[config.mk]
export PLATFORM = sky130hd
export DESIGN_NAME = sa3_job_scheduler
export DESIGN_NICKNAME = d
export VERILOG_FILES = /design/src/rtl/sa3_job_scheduler.sv
export SDC_FILE = /design/constraint.sdc
export NUM_CORES = 1
export LEC_CHECK = 0
export BUFFER_PORTS_ARGS = -buffer_cell sky130_fd_sc_hd__buf_4
export CORE_AREA = 5 5 258 260
export DETAILED_ROUTE_END_ITERATION = 16
export DIE_AREA = 0 0 263 265
export PLACE_DENSITY = 0.47
export SLEW_MARGIN = 15
export SYNTH_ARGS = -nofsm -noshare
export SYNTH_HDL_FRONTEND = slang
export SYNTH_SLANG_ARGS = --single-unit
[constraint.sdc]
create_clock -name clk -period 13.98 [get_ports clk]
set_clock_uncertainty 0.1 [all_clocks]
set_input_delay 0.699 -clock clk [delete_from_list [all_inputs] [get_ports clk]]
set_output_delay 0.699 -clock clk [all_outputs]
set_load 0.02 [all_outputs]
[src/rtl/sa3_job_scheduler.sv]
// sa3_job_scheduler
// Round-robin arbiter and sequencer sharing one 3x3 systolic convolution
// array between two requesters. Each job grants a requester, latches its
// tile and filter, clears the array, runs it until done or a watchdog
// expires, then hands the 2x2 result back through a valid/ready handshake.

module sa3_job_scheduler #(
    parameter int TIMEOUT = 32,
    parameter int CNT_W   = 6
) (
    input  logic         clk,
    input  logic         rst,

    input  logic         req0,
    input  logic [127:0] a0,
    input  logic [71:0]  b0,
    output logic         gnt0,

    input  logic         req1,
    input  logic [127:0] a1,
    input  logic [71:0]  b1,
    output logic         gnt1,

    output logic         res_valid,
    input  logic         res_ready,
    output logic         res_id,
    output logic [31:0]  res_c,
    output logic         res_err,
    output logic         busy,

    output logic         sa_clr,
    output logic         sa_active,
    output logic [127:0] sa_a,
    output logic [71:0]  sa_b,
    input  logic         sa_done,
    input  logic [31:0]  sa_c
);

    typedef enum logic [1:0] {
        S_IDLE,
        S_CLEAR,
        S_RUN,
        S_RESP
    } state_t;

    localparam logic [CNT_W-1:0] LP_CNT_LAST = CNT_W'(TIMEOUT - 1);
    localparam logic [CNT_W-1:0] LP_CNT_ONE  = {{(CNT_W-1){1'b0}}, 1'b1};

    state_t             r_state;
    logic               r_rr;
    logic               r_id;
    logic [CNT_W-1:0]   r_cnt;
    logic [127:0]       r_saA;
    logic [71:0]        r_saB;
    logic               r_saClr;
    logic               r_saActive;
    logic               r_resValid;
    logic [31:0]        r_resC;
    logic               r_resErr;
    logic               r_busy;

    logic               w_gnt0;
    logic               w_gnt1;

    // Grant only in IDLE; a lone requester wins, a tie goes to the rr pointer.
    always_comb begin
        w_gnt0 = 1'b0;
        w_gnt1 = 1'b0;
        if (r_state == S_IDLE) begin
            w_gnt0 = req0 && (!req1 || !r_rr);
            w_gnt1 = req1 && (!req0 ||  r_rr);
        end
    end

    // Job sequencer: grant/latch, one-cycle clear, run with watchdog, respond.
    always_ff @(posedge clk or posedge rst) begin
        if (rst) begin
            r_state    <= S_IDLE;
            r_rr       <= 1'b0;
            r_id       <= 1'b0;
            r_cnt      <= '0;
            r_saA      <= '0;
            r_saB      <= '0;
            r_saClr    <= 1'b0;
            r_saActive <= 1'b0;
            r_resValid <= 1'b0;
            r_resC     <= '0;
            r_resErr   <= 1'b0;
            r_busy     <= 1'b0;
        end else begin
            case (r_state)
                S_IDLE: begin
                    if (w_gnt0 || w_gnt1) begin
                        r_saA   <= w_gnt1 ? a1 : a0;
                        r_saB   <= w_gnt1 ? b1 : b0;
                        r_id    <= w_gnt1;
                        r_saClr <= 1'b1;
                        r_busy  <= 1'b1;
                        r_state <= S_CLEAR;
                    end
                end

                S_CLEAR: begin
                    r_saClr    <= 1'b0;
                    r_saActive <= 1'b1;
                    r_cnt      <= '0;
                    r_state    <= S_RUN;
                end

                S_RUN: begin
                    if (sa_done) begin
                        r_resC     <= sa_c;
                        r_resErr   <= 1'b0;
                        r_saActive <= 1'b0;
                        r_resValid <= 1'b1;
                        r_state    <= S_RESP;
                    end else if (r_cnt == LP_CNT_LAST) begin
                        r_resC     <= '0;
                        r_resErr   <= 1'b1;
                        r_saActive <= 1'b0;
                        r_resValid <= 1'b1;
                        r_state    <= S_RESP;
                    end else begin
                        r_cnt <= r_cnt + LP_CNT_ONE;
                    end
                end

                S_RESP: begin
                    if (res_ready) begin
                        r_resValid <= 1'b0;
                        r_rr       <= ~r_id;
                        r_busy     <= 1'b0;
                        r_state    <= S_IDLE;
                    end
                end

                default: begin
                    r_state <= S_IDLE;
                end
            endcase
        end
    end

    assign gnt0      = w_gnt0;
    assign gnt1      = w_gnt1;
    assign res_valid = r_resValid;
    assign res_id    = r_id;
    assign res_c     = r_resC;
    assign res_err   = r_resErr;
    assign busy      = r_busy;
    assign sa_clr    = r_saClr;
    assign sa_active = r_saActive;
    assign sa_a      = r_saA;
    assign sa_b      = r_saB;

endmodule

==> impl_results.md <==
- Actual slew at the worst max-slew pin: 1.16 ns
- Routed wire length per instance: 22.4 µm
- Synth cell types: 42
- Maxcap violations: 0
- Fin crit period: 4.64 ns
- Flops & latches, synth: 247
- Critical path's largest stage delay: 0.97 ns
- DR pass1 iterations: 5
- Initial DRC count: 1,110
- Fillers: 6,850
- Remaining global-route overflow: 0
- Status: completed
- CTS resizes: 0
- Final Hold Viols: 0
- Die W: 263 µm
- Final setup fails: 0
- Critical path fanouts, max: 116
- Worst path cell trace: inv_1 > ha_4 > o21a_4 > buf_4 > buf_4 > nor2_1 > a31oi_1
- Post-synth top flop: dfrtp_1
- Critical Path Slowest Stage Cell: buf_4
- VDD IR max: 0.116 mV
- Layout cells sized above 1: 37.4%
- Post-Syn Area: 13,000 µm²
- Pwr Density: 227 nW/µm²
- CTS Hold Bufs: 0
- CTS clk-pin slew, worst paths: 0.06 ns
- Crit path DAT: 5.02 ns
- First-pass GRT wire length: 94,900 µm
- DRC Markers: 0
- RePlAce Congestion: 0.827
- Max clock buf depth: 3
- Die extent in y: 265 µm
- I/O Pins: 678
- Worst Path Required: 14.36 ns
- Syn nets: 1,909
- IO buf count: 677
- Syn Inst Count: 1,465
- Synthesized area per cell: 8.87 µm²
- Number of global-route vias before repair: 14,300
- CP Capture Type: flip-flop
- Initial core utilization: 20.4%
- Post-synthesis sequential area ratio: 47.5%
- Clock latency on the worst-skew pair: 0.56 ns
- Vias post-DR: 14,500
- Unrepaired setup endpoints after global routing: no
- CP dominant cell by count: buf_4
- HPWL Detailed: 42,900 µm
- Fin util: 30.6%
- Area Overhead vs Synth: 50.5%
- Tcrit/Tclk final: 33.2%
- Crit start category: flip-flop
- Total Negative Setup Slacks: 0 ns
- CTS root buffer: clkbuf_16
- Std cell rows: 93
- Post-synth ARST share: 100%
- H-tree levels: 1
- CTS Sinks: 247
- Placeable Area: 63,900 µm²
- FMAX: 216 MHz
- CTS tree: yes
- Initial antenna violation count: 0
- Slew Limit Fails: 0
- Post-synth EDFFs: 0
- Crit path kind: reg -> reg
- Die footprint: 69,700 µm²
- # Post-CTS Setup Buffers: 0
- Antenna Violating Nets Remaining: 0
- Nets: 2,439
- Largest net degree at the start of global routing: 138
- Vias per inst: 5.04
- Reg2Reg Depth: 7
- Slew margin rel.: 21.9%
- Total GRT Usage: 16.9%
- Post-Route WL: 64,300 µm
- Num CTS Buffers: 31
- Leakage: 7.97 nW
- Warnings, synthesis: 0
- Worst Hold Class: in -> async
[power by group]
| group | switching (mW) | total (mW) | internal (mW) |
|---|---|---|---|
| clock | 0.329 | 0.846 | 0.516 |
| sequential | 0.247 | 1.31 | 1.06 |
| combinational | 1.45 | 2.29 | 0.841 |
[worst paths after layout]
path	start	to	slack (ns)
hold reg to reg	res_err	res_err	0.41
min in group clk	sa_c[20]	res_c[20]	0.25
setup / recovery	r_state[0]	sa_a[40]	9.34
setup reg to reg	r_state[0]	sa_a[40]	9.34
hold / removal	rst	sa_a[35]	0.14
max in group asynchronous	rst	sa_a[29]	12.23
[worst max-delay path: cells and delay by family, from the launching register on]
kind / cells / cell delay (ns)
DFF: 1 / 0.42
buffers and inverters: 3 / 2.01
and+or+nand+nor: 1 / 0.12
adders and majority gates: 1 / 0.66
AOI/OAI and AO/OA: 2 / 1.05
[registers in the layout (all words and copies together) (netlist names)]
register and flops:
res_id 1, sa_b 72, r_rr 1, res_valid 1, res_err 1, sa_a 128, sa_clr 1, r_state 2
r_cnt 6, res_c 32, busy 1, sa_active 1
[layout by cell type (no fill, tap or decap), drive strengths merged, types with 36 or more instances in the layout]
| cell | count |
|---|---|
| nor2 | 206 |
| clkbuf | 41 |
| nor2b | 36 |
| o2111ai | 202 |
| a21oi | 39 |
| a31oi | 202 |
| nand2 | 46 |
| buf | 696 |
| o21ai | 237 |
| dfrtp | 247 |
[metal layers]
layer / global-route usage, % / part of all wire [%] / vias up
li1: - / - / 6648
met1: 21.9 / 42 / 7146
met2: 28.9 / 49 / 620
met3: 4.63 / 8.0 / 65
met4: 2.99 / 1.7 / 0
met5: 0 / 0 / -
[cell usage after synthesis, types with 3 or more instances]
| library cell | number | area [µm²] |
|---|---|---|
| o2111ai_1 | 202 | 1770 |
| nor2_1 | 205 | 769 |
| nand2b_1 | 4 | 25.0 |
| ha_1 | 6 | 75.1 |
| clkbuf_2 | 3 | 15.0 |
| inv_1 | 8 | 30.0 |
| nand2_1 | 45 | 169 |
| buf_4 | 6 | 45.0 |
| nor2b_1 | 36 | 225 |
| buf_2 | 60 | 300 |
| a31oi_1 | 202 | 1260 |
| dfrtp_1 | 247 | 6180 |
| buf_1 | 11 | 41.3 |
| o211ai_1 | 3 | 22.5 |
| a21oi_1 | 39 | 195 |
| clkbuf_1 | 118 | 443 |
| o21ai_0 | 235 | 1180 |
[kinds of logic after synthesis]
family          Yosys count  synth area share, %
compound gates          693                 34.7
simple gates            309                 10.2
flops                   247                 47.5
buf+inv                 208                 6.84
fa+ha+maj                 6                0.577
mux                       2                0.154
[stage by stage]
stage	cell area, µm²	power, mW	hold slack, ns	setup slack (ns)	instances
after floorplan	13000	2.60	0.423	6.39	1465
after CTS	19600	4.50	0.209	9.30	2870
after global placement	18500	3.61	0.381	9.40	2817
final	19600	4.44	0.144	9.34	2871
after detailed placement	18500	3.63	0.392	9.31	2817
after global routing	19600	4.72	0.237	8.91	2870
[final cells by class]
cell class                      count  area [µm²]  area share, %
Antenna cell                        1        2.50         0.0128
Clock buffer                       41         853           4.36
Clock inverter                     12         191          0.979
Inverter                            9        46.3          0.237
Multi-Input combinational cell   1010        5970           30.5
Sequential cell                   247        6180           31.6
Tap cell                          855        1070           5.47
Timing Repair Buffer              696        5240           26.8
Power figures use the tool's default switching activity.
